### config.mk
export PLATFORM = sky130hd
export DESIGN_NAME = one_hot_reg_bank
export DESIGN_NICKNAME = d
export VERILOG_FILES = /design/src/rtl/one_hot_reg_bank_pkg.sv /design/src/rtl/one_hot_reg_bank_onehot_check.sv /design/src/rtl/one_hot_reg_bank.sv
export SDC_FILE = /design/constraint.sdc
export NUM_CORES = 1
export LEC_CHECK = 0
export BUFFER_PORTS_ARGS = -buffer_cell sky130_fd_sc_hd__buf_4
export CORE_MARGIN = 2
export CORE_UTILIZATION = 35
export DETAILED_ROUTE_END_ITERATION = 10
export GPL_TIMING_DRIVEN = 0
export MAX_ROUTING_LAYER = met4
export SYNTH_ARGS = -nofsm -noshare
export SYNTH_HDL_FRONTEND = slang
export SYNTH_SLANG_ARGS = --single-unit
### constraint.sdc
create_clock -name clk -period 3.85 [get_ports clk]
set_clock_uncertainty 0.2 [all_clocks]
set_input_delay 0.77 -clock clk [delete_from_list [all_inputs] [get_ports clk]]
set_output_delay 0.77 -clock clk [all_outputs]
set_load 0.1 [all_outputs]
### src/rtl/one_hot_reg_bank_pkg.sv
// Shared constants and types for the one-hot register bank.
// Optional build macro ONE_HOT_REG_BANK_BYPASS_EN (see one_hot_reg_bank.sv).
package one_hot_reg_bank_pkg;

    localparam int NUM_REGS = 8;
    localparam int DATA_W   = 8;
    localparam int ADDR_W   = 3;
    localparam logic [7:0] ERR_CNT_MAX = 8'd255;

    typedef logic [DATA_W-1:0] data_t;

    typedef enum logic [1:0] {
        SEL_NONE    = 2'd0,
        SEL_LEGAL   = 2'd1,
        SEL_ILLEGAL = 2'd2
    } sel_kind_t;

endpackage

### src/rtl/one_hot_reg_bank_onehot_check.sv
// Classifies a write select as none / single-hot / multi-hot and encodes the
// selected index (index is only meaningful when the select is legal).
module onehot_check
    import one_hot_reg_bank_pkg::*;
#(
    parameter logic [63:0] UUID = 64'd0
) (
    input  logic [NUM_REGS-1:0] sel,
    output sel_kind_t           kind,
    output logic [ADDR_W-1:0]   idx
);

    logic [ADDR_W:0] ones;

    always_comb begin
        ones = '0;
        idx  = '0;
        for (int i = 0; i < NUM_REGS; i++) begin
            if (sel[i]) begin
                ones = ones + 1'b1;
                idx  = ADDR_W'(i);
            end
        end
        if (ones == '0)
            kind = SEL_NONE;
        else if (ones == (ADDR_W+1)'(1))
            kind = SEL_LEGAL;
        else
            kind = SEL_ILLEGAL;
    end

endmodule

### src/rtl/one_hot_reg_bank.sv
// Eight-entry register bank written through a one-hot select, with two read
// ports and illegal-select tracking. ONE_HOT_REG_BANK_BYPASS_EN adds write-to-read bypass.
module one_hot_reg_bank
    import one_hot_reg_bank_pkg::*;
#(
    parameter logic [63:0] UUID = 64'd0,
    parameter              NAME = ""
) (
    input  logic                clk,
    input  logic                rst,
    input  logic [NUM_REGS-1:0] wr_sel,
    input  logic [DATA_W-1:0]   wr_data,
    input  logic [ADDR_W-1:0]   rd_addr_a,
    input  logic [ADDR_W-1:0]   rd_addr_b,
    output logic [DATA_W-1:0]   rd_data_a,
    output logic [DATA_W-1:0]   rd_data_b,
    input  logic                clr_err,
    output logic                sel_err,
    output logic [7:0]          err_cnt
);

    data_t                regs [NUM_REGS];
    sel_kind_t            kind;
    logic [ADDR_W-1:0]    wr_idx;

    onehot_check #(
        .UUID (UUID ^ 64'd1)
    ) u_check (
        .sel  (wr_sel),
        .kind (kind),
        .idx  (wr_idx)
    );

    always_ff @(posedge clk or negedge rst) begin
        if (!rst) begin
            for (int i = 0; i < NUM_REGS; i++)
                regs[i] <= '0;
            sel_err <= 1'b0;
            err_cnt <= '0;
        end else begin
            if (kind == SEL_LEGAL)
                regs[wr_idx] <= wr_data;
            // A clear that coincides with an illegal select restarts the count at one.
            if (clr_err) begin
                sel_err <= (kind == SEL_ILLEGAL);
                err_cnt <= (kind == SEL_ILLEGAL) ? 8'd1 : 8'd0;
            end else if (kind == SEL_ILLEGAL) begin
                sel_err <= 1'b1;
                if (err_cnt != ERR_CNT_MAX)
                    err_cnt <= err_cnt + 8'd1;
            end
        end
    end

    always_comb begin
        rd_data_a = regs[rd_addr_a];
        rd_data_b = regs[rd_addr_b];
`ifdef ONE_HOT_REG_BANK_BYPASS_EN
        if (kind == SEL_LEGAL && wr_idx == rd_addr_a)
            rd_data_a = wr_data;
        if (kind == SEL_LEGAL && wr_idx == rd_addr_b)
            rd_data_b = wr_data;
`endif
    end

endmodule

==> run metrics, run 1 <==
Slew @ Worst Pin 1.370 ns; CTS tree built; number of synthesized flops with an enable pin 0; maximum vdd drop 0.5469 mV; Setup violations, final 73; most frequent cell after synthesis dfrtp_1; crit-path max cell delay 0.53 ns; cell count after synthesis 329; violation count after the first detailed-route iteration 117; Min Hold Slack 0.3252 ns; RSZ-0062 raised after global routing yes; fin. max-slew vios 0; CP endpoint kind flip-flop; post-detail-place hpwl 7.050 mm; status finished, violations left; Ant. Diodes 0; Hold-fix buffers, CTS 0; Routed Antenna Nets 0; predominant post-synthesis flop cell dfrtp_1; post-synth top area share 41.01%; cell area power density 697.8 nW/µm²; failing checks setup timing; IO Count 50; sequential element share of the synthesized area 41.01%; row cnt 41; HP Class flip-flop to flip-flop; first-pass GRT wire length 17.52 mm; Worst Min Path Start sel_err; initial antenna violation count 0; hold depth 2; post-synthesis xor/xnor area fraction 3.118%; Worst EP arrival 5.20 ns; WL/cell 19.15 µm; area delta synth->final 29.58%; Reg2Reg Setup Slack 1.21 ns; gpl congestion 0.8293; final worst slack -1.338 ns; Setup TNS -90.09 ns; WS Path Type input port to flip-flop; complex-gate fraction of the synthesized area 5.028%; Tmin final 5.188 ns; largest family of logic cells by synthesized area multiplexers; Global Route Usage Sum 17.85%; slowest CP cell or4b_1; CTS Buf Count 9; Critical R2R Launch err_cnt[1]; Mean Syn Cell Area 13.54 µm²; share of post-route cells with drive strength above 1 60.00%; Reg clk slew, reported paths 0.06 ns; die height 116.8 µm; post-synthesis mux area share 36.88%; top cells by count, synth 73 x dfrtp_1, 68 x mux2_2, 32 x mux4_2, 17 x nand2_1, 13 x mux2_1; net count after synthesis 362; detailed-route via count 3048; cells along the critical path buf_12 -> inv_12 -> ha_4 -> xor2_2 -> ha_4 -> nand2_4 -> o21ai_2 -> ha_1 -> nand2_1 -> o21ai_2 -> or2_4 -> ha_4 -> nand2b_4 -> o31ai_4 -> inv_2 -> ha_4 -> nand2_2 -> o21ai_1 -> ha_2 -> or4b_1 -> o22ai_2 -> buf_6 -> nand4b_4 -> mux2_4; Die W 116.8 µm; final hold violation count 0; DRC viols 0; Post-Synth Simple-Gate Area 8.736%; core region area 12520 µm²; CP most frequent cell ha_4; Worst Path Max Fanout 8; top cells by area, synth dfrtp_1 41%, mux2_2 17%, mux4_2 16%; unique cell type count in the Yosys netlist 51; Leak 0.002589 µW; vias in the first global route 3190; Final Routed Wirelength 10.96 mm; Async S/R FF share, synth 100.0%; largest net degree at the start of global routing 74; H-tree depth 3; hold endpoint sel_err; yosys warns 0; fillcell total 1156; max-cap violations 0; Starting Density 35.59%; Worst Setup Start Kind input port; Max Fclk 0.1928 GHz; clk root buf clkbuf_16; Skew-Pair Late Insertion Delay 0.33 ns; r2r endpoint err_cnt[1]; cells on worst reg2reg path 5; DRT Pass-1 Iters 4; Rel. slew slack 7.951%; clock buffer depth 2; crit share post-route 134.8%; mapped cell area 4454 µm²; area leader, netlist dfrtp_1; Port Buf Inserts 38; flop and latch count out of synthesis 73; # nets final 428; Clock Sinks 73; DIE AREA 13640 µm²; post-synthesis adder-cell area fraction 2.247%; drt via density 5.329; Overflow after GRT 0; Critical Path RT 3.86 ns
cells in the final DEF (no fill, tap or decap), types with 7 or more instances in the layout:
cell type,Yosys,routed
nor2_1,12,10
buf_6,1,7
mux2_4,0,23
clkbuf_16,0,9
buf_4,0,46
xnor2_1,8,8
dfrtp_1,73,73
mux2_2,68,58
nand2_1,17,15
clkbuf_1,8,7
inv_1,12,8
mux4_2,32,32
state kept, by name, summed over array words and instances (netlist names):
| name | count |
|---|---|
| err_cnt | 8 |
| regs | 64 |
| sel_err | 1 |
stage by stage:
stage / setup slack (ns) / utilization (%) / cells / cell area (µm²) / total power, µW
2_1_floorplan: -1.469 / - / 329 / 4601 / 2663
3_3_place_gp: -2.041 / 40.75 / 539 / 5101 / 2969
3_5_place_dp: -2.119 / 40.75 / 539 / 5101 / 3021
4_1_cts: -1.345 / 45.57 / 569 / 5704 / 3992
5_1_grt: -1.508 / 46.11 / 572 / 5772 / 4231
6_report: -1.338 / 46.11 / 572 / 5772 / 4027
power breakdown:
part	total, µW	switching (µW)	leakage, µW	internal, µW
sequential	1210	188	0.000960	1030
combinational	1990	1120	0.00149	872
clock	819	319	0.000139	501
metal layers:
layer,vias to the layer above,track usage [%],share of wire [%]
met5,-,-,0
li1,1390,-,-
met4,0,3.608,0.59
met2,61,28.63,51
met1,1593,22.90,44
met3,4,4.995,4.3
area by class of cell:
type	count	area (µm²)	share of cell area, %
buffer	19	127.6	2.211
clock buffer	11	232.7	4.032
clock inverter	5	56.30	0.9755
inverter	13	63.81	1.106
multi-input combinational	224	2781	48.19
sequential	73	1827	31.65
tap	172	215.2	3.729
timing repair buffer	55	467.9	8.108
worst max-delay path by stage:
stage	from	end	slack, ns	cells past startpoint
final	wr_sel[1]	regs[19]	-1.34	24
after global routing	wr_sel[1]	regs[19]	-1.51	24
after CTS	wr_sel[1]	regs[19]	-1.34	24
after detailed placement	wr_sel[1]	regs[60]	-2.12	24
after global placement	wr_sel[1]	regs[10]	-2.04	24
after floorplan	wr_sel[1]	regs[10]	-1.47	23
cells by family (layout without fill, tap and decap cells):
kind of cell             count (synthesis)  in the layout
flip-flops                              73             73
XOR/XNOR                                12             12
AND/OR/NAND/NOR                         63             63
buffers and inverters                   32            103
multiplexers                           114            114
adder cells (fa/ha/maj)                  8              8
AO/OA/AOI/OAI                           27             27
timing repair:
item / CTS / global route
setup buffers: 13 / 4
endpoints found under the setup margin: 89 / 73
gates resized for setup: 46 / 11
pin swaps: 13 / 11
gates cloned: 1 / 0
worst max-delay path, delay by kind of cell:
family | cells | cell delay [ns]
fa+ha+maj | 6 | 1.57
simple gates | 7 | 1.40
compound gates | 5 | 0.50
buf+inv | 4 | 0.41
mux | 1 | 0.38
xor+xnor | 1 | 0.17
Power figures use the tool's default switching activity.
==> inputs of run 2 (changes only) <==
--- a/config.mk
+++ b/config.mk
@@ -7,7 +7,7 @@
 export LEC_CHECK = 0
 export BUFFER_PORTS_ARGS = -buffer_cell sky130_fd_sc_hd__buf_4
 export CORE_MARGIN = 2
-export CORE_UTILIZATION = 35
+export CORE_UTILIZATION = 45
 export DETAILED_ROUTE_END_ITERATION = 10
 export GPL_TIMING_DRIVEN = 0
 export MAX_ROUTING_LAYER = met4
==> run 2 against run 1 <==
Net effect:
- the run still ends with setup timing left
- critical path type unchanged
- count of clock-buffer cells in the layout decreased by 1
- clock power decreased by 34%
- sequential power about the same
- critical path depth increased by 2
- via count decreased by 0.43%
- largest power group unchanged
==> run metrics, run 2 (synthesis results as in run 1) <==
status finished, violations left (unchanged); failing checks setup timing (unchanged); Reg2Reg Setup Slack 1.67 ns (was 1.21 ns); Die W 103.5 µm (was 116.8 µm); fillcell total 765 (was 1156); Worst Setup Start Kind input port (unchanged); clk root buf clkbuf_8 (was clkbuf_16); CTS tree built (unchanged); final hold violation count 0 (unchanged); max-cap violations 0 (unchanged); Setup TNS -83.82 ns (was -90.09 ns); clock buffer depth 2 (unchanged); vias in the first global route 3101 (was 3190); Global Route Usage Sum 21.52% (was 17.85%); Place WS -2.053 ns (was -2.119 ns); maximum vdd drop 0.3517 mV (was 0.5469 mV); Ant. Diodes 0 (unchanged); gpl congestion 0.8104 (was 0.8293); CP most frequent cell ha_4 (unchanged); Setup violations, final 73 (unchanged); Critical Path RT 3.88 ns (was 3.86 ns); commonest non-fill, non-tap cells in the layout 73 x dfrtp_1, 58 x mux2_2, 51 x buf_4 (was 73 x dfrtp_1, 58 x mux2_2, 46 x buf_4); post-detail-place hpwl 6.553 mm (was 7.050 mm); most flop-heavy register regs (unchanged); Port Buf Inserts 38 (unchanged); drt via density 5.631 (was 5.329); cell area power density 657.1 nW/µm² (was 697.8 nW/µm²); DIE AREA 10710 µm² (was 13640 µm²); Power Total 3782 µW (was 4027 µW); fin. max-slew vios 0 (unchanged); violation count after the first detailed-route iteration 83 (was 117); initial antenna violation count 0 (unchanged); Overflow after GRT 0 (unchanged); DRC viols 0 (unchanged); Routed Antenna Nets 0 (unchanged); commonest non-fill, non-tap cell in the layout dfrtp_1 (unchanged); die height 103.5 µm (was 116.8 µm); biggest regs regs x64, err_cnt x8, sel_err x1 (unchanged); detailed-route via count 3035 (was 3048); Max Fclk 0.1966 GHz (was 0.1928 GHz); WS Path Type input port to flip-flop (unchanged); H-tree depth 3 (unchanged); Slew @ Worst Pin 0.9190 ns (was 1.370 ns); non-filler cells, final 539 (was 572); slowest CP cell or4b_4 (was or4b_1); core region area 9684 µm² (was 12520 µm²); Clock Sinks 73 (unchanged); # nets final 434 (was 428); top cell family by delay on the critical path adder cells (unchanged); Tmin final 5.088 ns (was 5.188 ns); Worst Path Max Fanout 8 (unchanged); largest net degree at the start of global routing 74 (unchanged); Inst Count DP 500 (was 539); Skew-Pair Late Insertion Delay 0.34 ns (was 0.33 ns); Bufs and invs on worst path 5 (was 4); first-pass GRT wire length 16.50 mm (was 17.52 mm); DRT Pass-1 Iters 4 (unchanged); share of post-route cells with drive strength above 1 61.08% (was 60.00%); row cnt 36 (was 41); Worst EP arrival 5.12 ns (was 5.20 ns); Rel. slew slack 38.73% (was 7.951%); Reg clk slew, reported paths 0.08 ns (was 0.06 ns); crit-path max cell delay 0.56 ns (was 0.53 ns); IO Count 50 (unchanged); RSZ-0062 raised after global routing yes (unchanged); WL/cell 19.86 µm (was 19.15 µm); final worst slack -1.238 ns (was -1.338 ns); CTS Buf Count 9 (unchanged); area delta synth->final 29.21% (was 29.58%); Leak 0.002581 µW (was 0.002589 µW); Largest register FFs 64 (unchanged); crit share post-route 132.1% (was 134.8%); Starting Density 45.99% (was 35.59%); CP endpoint kind flip-flop (unchanged); HP Class flip-flop to flip-flop (unchanged); Final Routed Wirelength 10.70 mm (was 10.96 mm)
## run 2: cell count changes in the layout (fill, tap and decap cells not counted), sizes merged
cell | before | now
inv | 13 | 14
clkinvlp | 1 | 2
clkdlybuf4s15 | 2 | 0
clkbuf | 18 | 19
buf | 65 | 70
bufinv | 1 | 0
clkdlybuf4s18 | 0 | 1
## run 2: what timing repair did
item	in CTS	in global routing
pin swaps	16	15
hold buffers	0	0
setup endpoints to repair	89	81
gates resized for setup	48	24
buffers inserted	18	4
gates cloned	1	0
## run 2: routing by layer
metal	part of all wire (%)	routed length (µm)	track usage (%)	vias up
met3	3.0	326	4.234	17
met4	1.5	161	6.478	0
met2	50	5326	34.09	64
met1	46	4888	28.23	1558
li1	-	-	-	1396
met5	0	0	-	-
## run 2: worst paths after layout
kind / depth (start not counted) / from / end
worst max-delay path: 26 / wr_sel[1] / regs[9]
min in group asynchronous: 1 / rst / regs[29]
worst max register to register: 5 / err_cnt[3] / err_cnt[5]
worst min-delay path: 1 / regs[7] / regs[7]
max in group asynchronous: 1 / rst / regs[60]
worst min register to register: 1 / regs[7] / regs[7]
## run 2: final cells by class
cell class / instances / area [µm²] / area share [%]
timing repair buffer: 61 / 530.5 / 9.217
tap: 133 / 166.4 / 2.891
buffer: 19 / 126.4 / 2.196
inverter: 13 / 63.81 / 1.109
sequential: 73 / 1827 / 31.74
multi-input combinational: 224 / 2872 / 49.89
clock inverter: 6 / 42.54 / 0.7391
clock buffer: 10 / 127.6 / 2.217
## run 2: per-stage QoR
stage	cell area [µm²]	utilization (%)	hold slack [ns]
2_1_floorplan	4601	-	0.2744
3_3_place_gp	5052	52.17	0.3023
3_5_place_dp	5052	52.17	0.3128
5_1_grt	5756	59.43	0.3454
6_report	5756	59.43	0.3295
4_1_cts	5590	57.73	0.3322
## run 2: where the power goes
part,internal (µW),total [µW],switching (µW)
registers,1020,1210,188
logic,898,2030,1130
clock network,235,540,304
total,2160,3780,1620
## run 2: worst reg2reg max path, cell delays in order (launching register included)
cell	delay, ns
dfrtp_1	0.52
nand4_1	0.22
nor3_1	0.42
clkbuf_4	0.34
nor4_4	0.08
mux2_4	0.30
==> inputs of run 3 (changes only) <==
--- a/config.mk
+++ b/config.mk
@@ -9,8 +9,8 @@
 export CORE_MARGIN = 2
 export CORE_UTILIZATION = 45
 export DETAILED_ROUTE_END_ITERATION = 10
-export GPL_TIMING_DRIVEN = 0
 export MAX_ROUTING_LAYER = met4
+export RECOVER_POWER = 25
 export SYNTH_ARGS = -nofsm -noshare
 export SYNTH_HDL_FRONTEND = slang
 export SYNTH_SLANG_ARGS = --single-unit
==> run 3 against run 2 <==
Net effect:
- the flow finishes with violations (capacitance limit, slew limit, setup timing)
- routed wire length down 3.4%
- critical endpoint is now regs[46]
- via count up 1.5%
- largest power group unchanged
- fmax up 2.7%
==> run metrics, run 3 (synthesis results as in run 1) <==
Leak 0.002711 µW (was 0.002581 µW); Worst Path Max Fanout 8 (unchanged); Ant. Diodes 0 (unchanged); Overflow after GRT 0 (unchanged); share of post-route cells with drive strength above 1 63.03% (was 61.08%); core region area 9684 µm² (unchanged); Tmin final 4.955 ns (was 5.088 ns); area delta synth->final 31.57% (was 29.21%); Rel. slew slack -21.20% (was 38.73%); Worst Setup Start Kind input port (unchanged); Setup crit end regs[46] (was regs[9]); cells on worst reg2reg path 6 (was 5); Reg clk slew, reported paths 0.08 ns (about the same); area of placed instances 5423 µm² (was 5052 µm²); DRT Pass-1 Iters 4 (unchanged); most flop-heavy register regs (unchanged); IO Count 50 (unchanged); die height 103.5 µm (unchanged); commonest non-fill, non-tap cells in the layout 83 x buf_4, 73 x dfrtp_1, 60 x mux2_2 (was 73 x dfrtp_1, 58 x mux2_2, 51 x buf_4); DIE AREA 10710 µm² (unchanged); Reg2Reg Setup Slack 1.87 ns (was 1.67 ns); Die W 103.5 µm (unchanged); Place WS -1.807 ns (was -2.053 ns); initial antenna violation count 0 (unchanged); CTS Buf Count 9 (unchanged); final hold violation count 0 (unchanged); status finished, violations left (unchanged); vias in the first global route 3137 (was 3101); Port Buf Inserts 49 (was 38); first-pass GRT wire length 16.53 mm (was 16.50 mm); Critical Path RT 3.89 ns (was 3.88 ns); Final Routed Wirelength 10.34 mm (was 10.70 mm); row cnt 36 (unchanged); Global Route Usage Sum 21.65% (was 21.52%); Clock Sinks 73 (unchanged); failing checks capacitance limit, slew limit, setup timing (was setup timing); RSZ-0062 raised after global routing yes (unchanged); Starting Density 45.99% (unchanged); crit share post-route 128.7% (was 132.1%); Worst EP arrival 4.99 ns (was 5.12 ns); HP Class flip-flop to flip-flop (unchanged); Setup violations, final 73 (unchanged); Slew @ Worst Pin 1.818 ns (was 0.9190 ns); Hold-fix buffers, CTS 0 (unchanged); Skew-Pair Late Insertion Delay 0.35 ns (was 0.34 ns); final instance area 5861 µm² (was 5756 µm²); post-detail-place hpwl 6.721 mm (was 6.553 mm); maximum vdd drop 0.3810 mV (was 0.3517 mV); fin. max-slew vios 74 (was 0); clk root buf clkbuf_8 (unchanged); H-tree depth 3 (unchanged); Inst Count DP 529 (was 500); drt via density 5.551 (was 5.631); commonest non-fill, non-tap cell in the layout buf_4 (was dfrtp_1); # nets final 450 (was 434); Max Fclk 0.2018 GHz (was 0.1966 GHz); final worst slack -1.105 ns (was -1.238 ns); crit path launch wr_sel[1] (unchanged); max-cap violations 1 (was 0); non-filler cells, final 555 (was 539); Final Util 60.52% (was 59.43%); gpl congestion 0.8192 (was 0.8104); Routed Antenna Nets 0 (unchanged); WL/cell 18.62 µm (was 19.86 µm); biggest regs regs x64, err_cnt x8, sel_err x1 (unchanged); DRC viols 0 (unchanged); cell area power density 658.6 nW/µm² (was 657.1 nW/µm²); CP endpoint kind flip-flop (unchanged); Critical R2R Launch err_cnt[0] (was err_cnt[3]); violation count after the first detailed-route iteration 67 (was 83); CTS tree built (unchanged); Largest register FFs 64 (unchanged); WS Path Type input port to flip-flop (unchanged); fillcell total 771 (was 765); Power Total 3860 µW (was 3782 µW); r2r endpoint err_cnt[5] (unchanged); detailed-route via count 3081 (was 3035); clock buffer depth 2 (unchanged); largest net degree at the start of global routing 74 (unchanged)
-- run 3: stage by stage --
stage	hold slack [ns]	setup TNS, ns
floorplan	0.2744	-101.03
global route	0.3404	-83.89
global placement	0.2996	-115.32
finish	0.3290	-73.57
detailed placement	0.3121	-122.67
CTS	0.3301	-74.11
-- run 3: timing repair --
item	CTS	global route
endpoints found under the setup margin	73	73
resized for setup	24	6
buffers inserted	9	1
pin swaps	13	10
cloned	0	0
-- run 3: cell type report --
class                   count  area, µm²  share of cell area (%)
multi-input cells         224       2746                   46.86
well taps                 133      166.4                   2.839
flip-flops and latches     73       1827                   31.17
clock buffers              10      127.6                   2.178
repair buffers             96      842.1                   14.37
clock inverters             6      90.09                   1.537
inverters                  13      61.31                   1.046
-- run 3: worst min path at each step --
stage / start / endpoint / slack (ns) / depth (start not counted)
2_1_floorplan: rst / err_cnt[0] / 0.27 / 0
3_3_place_gp: regs[2] / regs[2] / 0.30 / 1
3_5_place_dp: regs[8] / regs[8] / 0.31 / 1
4_1_cts: regs[4] / regs[4] / 0.33 / 1
5_1_grt: regs[4] / regs[4] / 0.34 / 1
6_report: regs[4] / regs[4] / 0.33 / 1
-- run 3: power breakdown --
part | leakage [µW] | switching (µW) | internal [µW]
clock network | 0.000107 | 301 | 367
registers | 0.000960 | 189 | 1020
logic | 0.00164 | 1090 | 885
-- run 3: routing by layer --
layer  vias up  global-route usage, %  share of wire, %
met5         -                      -                 0
met4         0                  5.567              0.97
met3         9                  4.772               2.8
met2        50                  34.34                50
met1      1595                  28.48                46
li1       1427                      -                 -
-- run 3: worst max-delay path: stages --
cell	delay, ns
buf_12	0.09
inv_12	0.03
ha_4	0.23
xor2_2	0.14
ha_1	0.31
nand2_1	0.08
o21ai_1	0.07
ha_1	0.30
nand2_1	0.08
o21ai_2	0.06
or2_4	0.23
ha_4	0.20
nand2b_4	0.14
o31ai_4	0.06
inv_2	0.07
ha_4	0.28
nand2_4	0.05
o21ai_4	0.07
ha_4	0.16
nand2_2	0.05
or4b_4	0.54
o22ai_4	0.19
buf_12	0.16
and3_4	0.19
buf_6	0.13
mux2_4	0.29
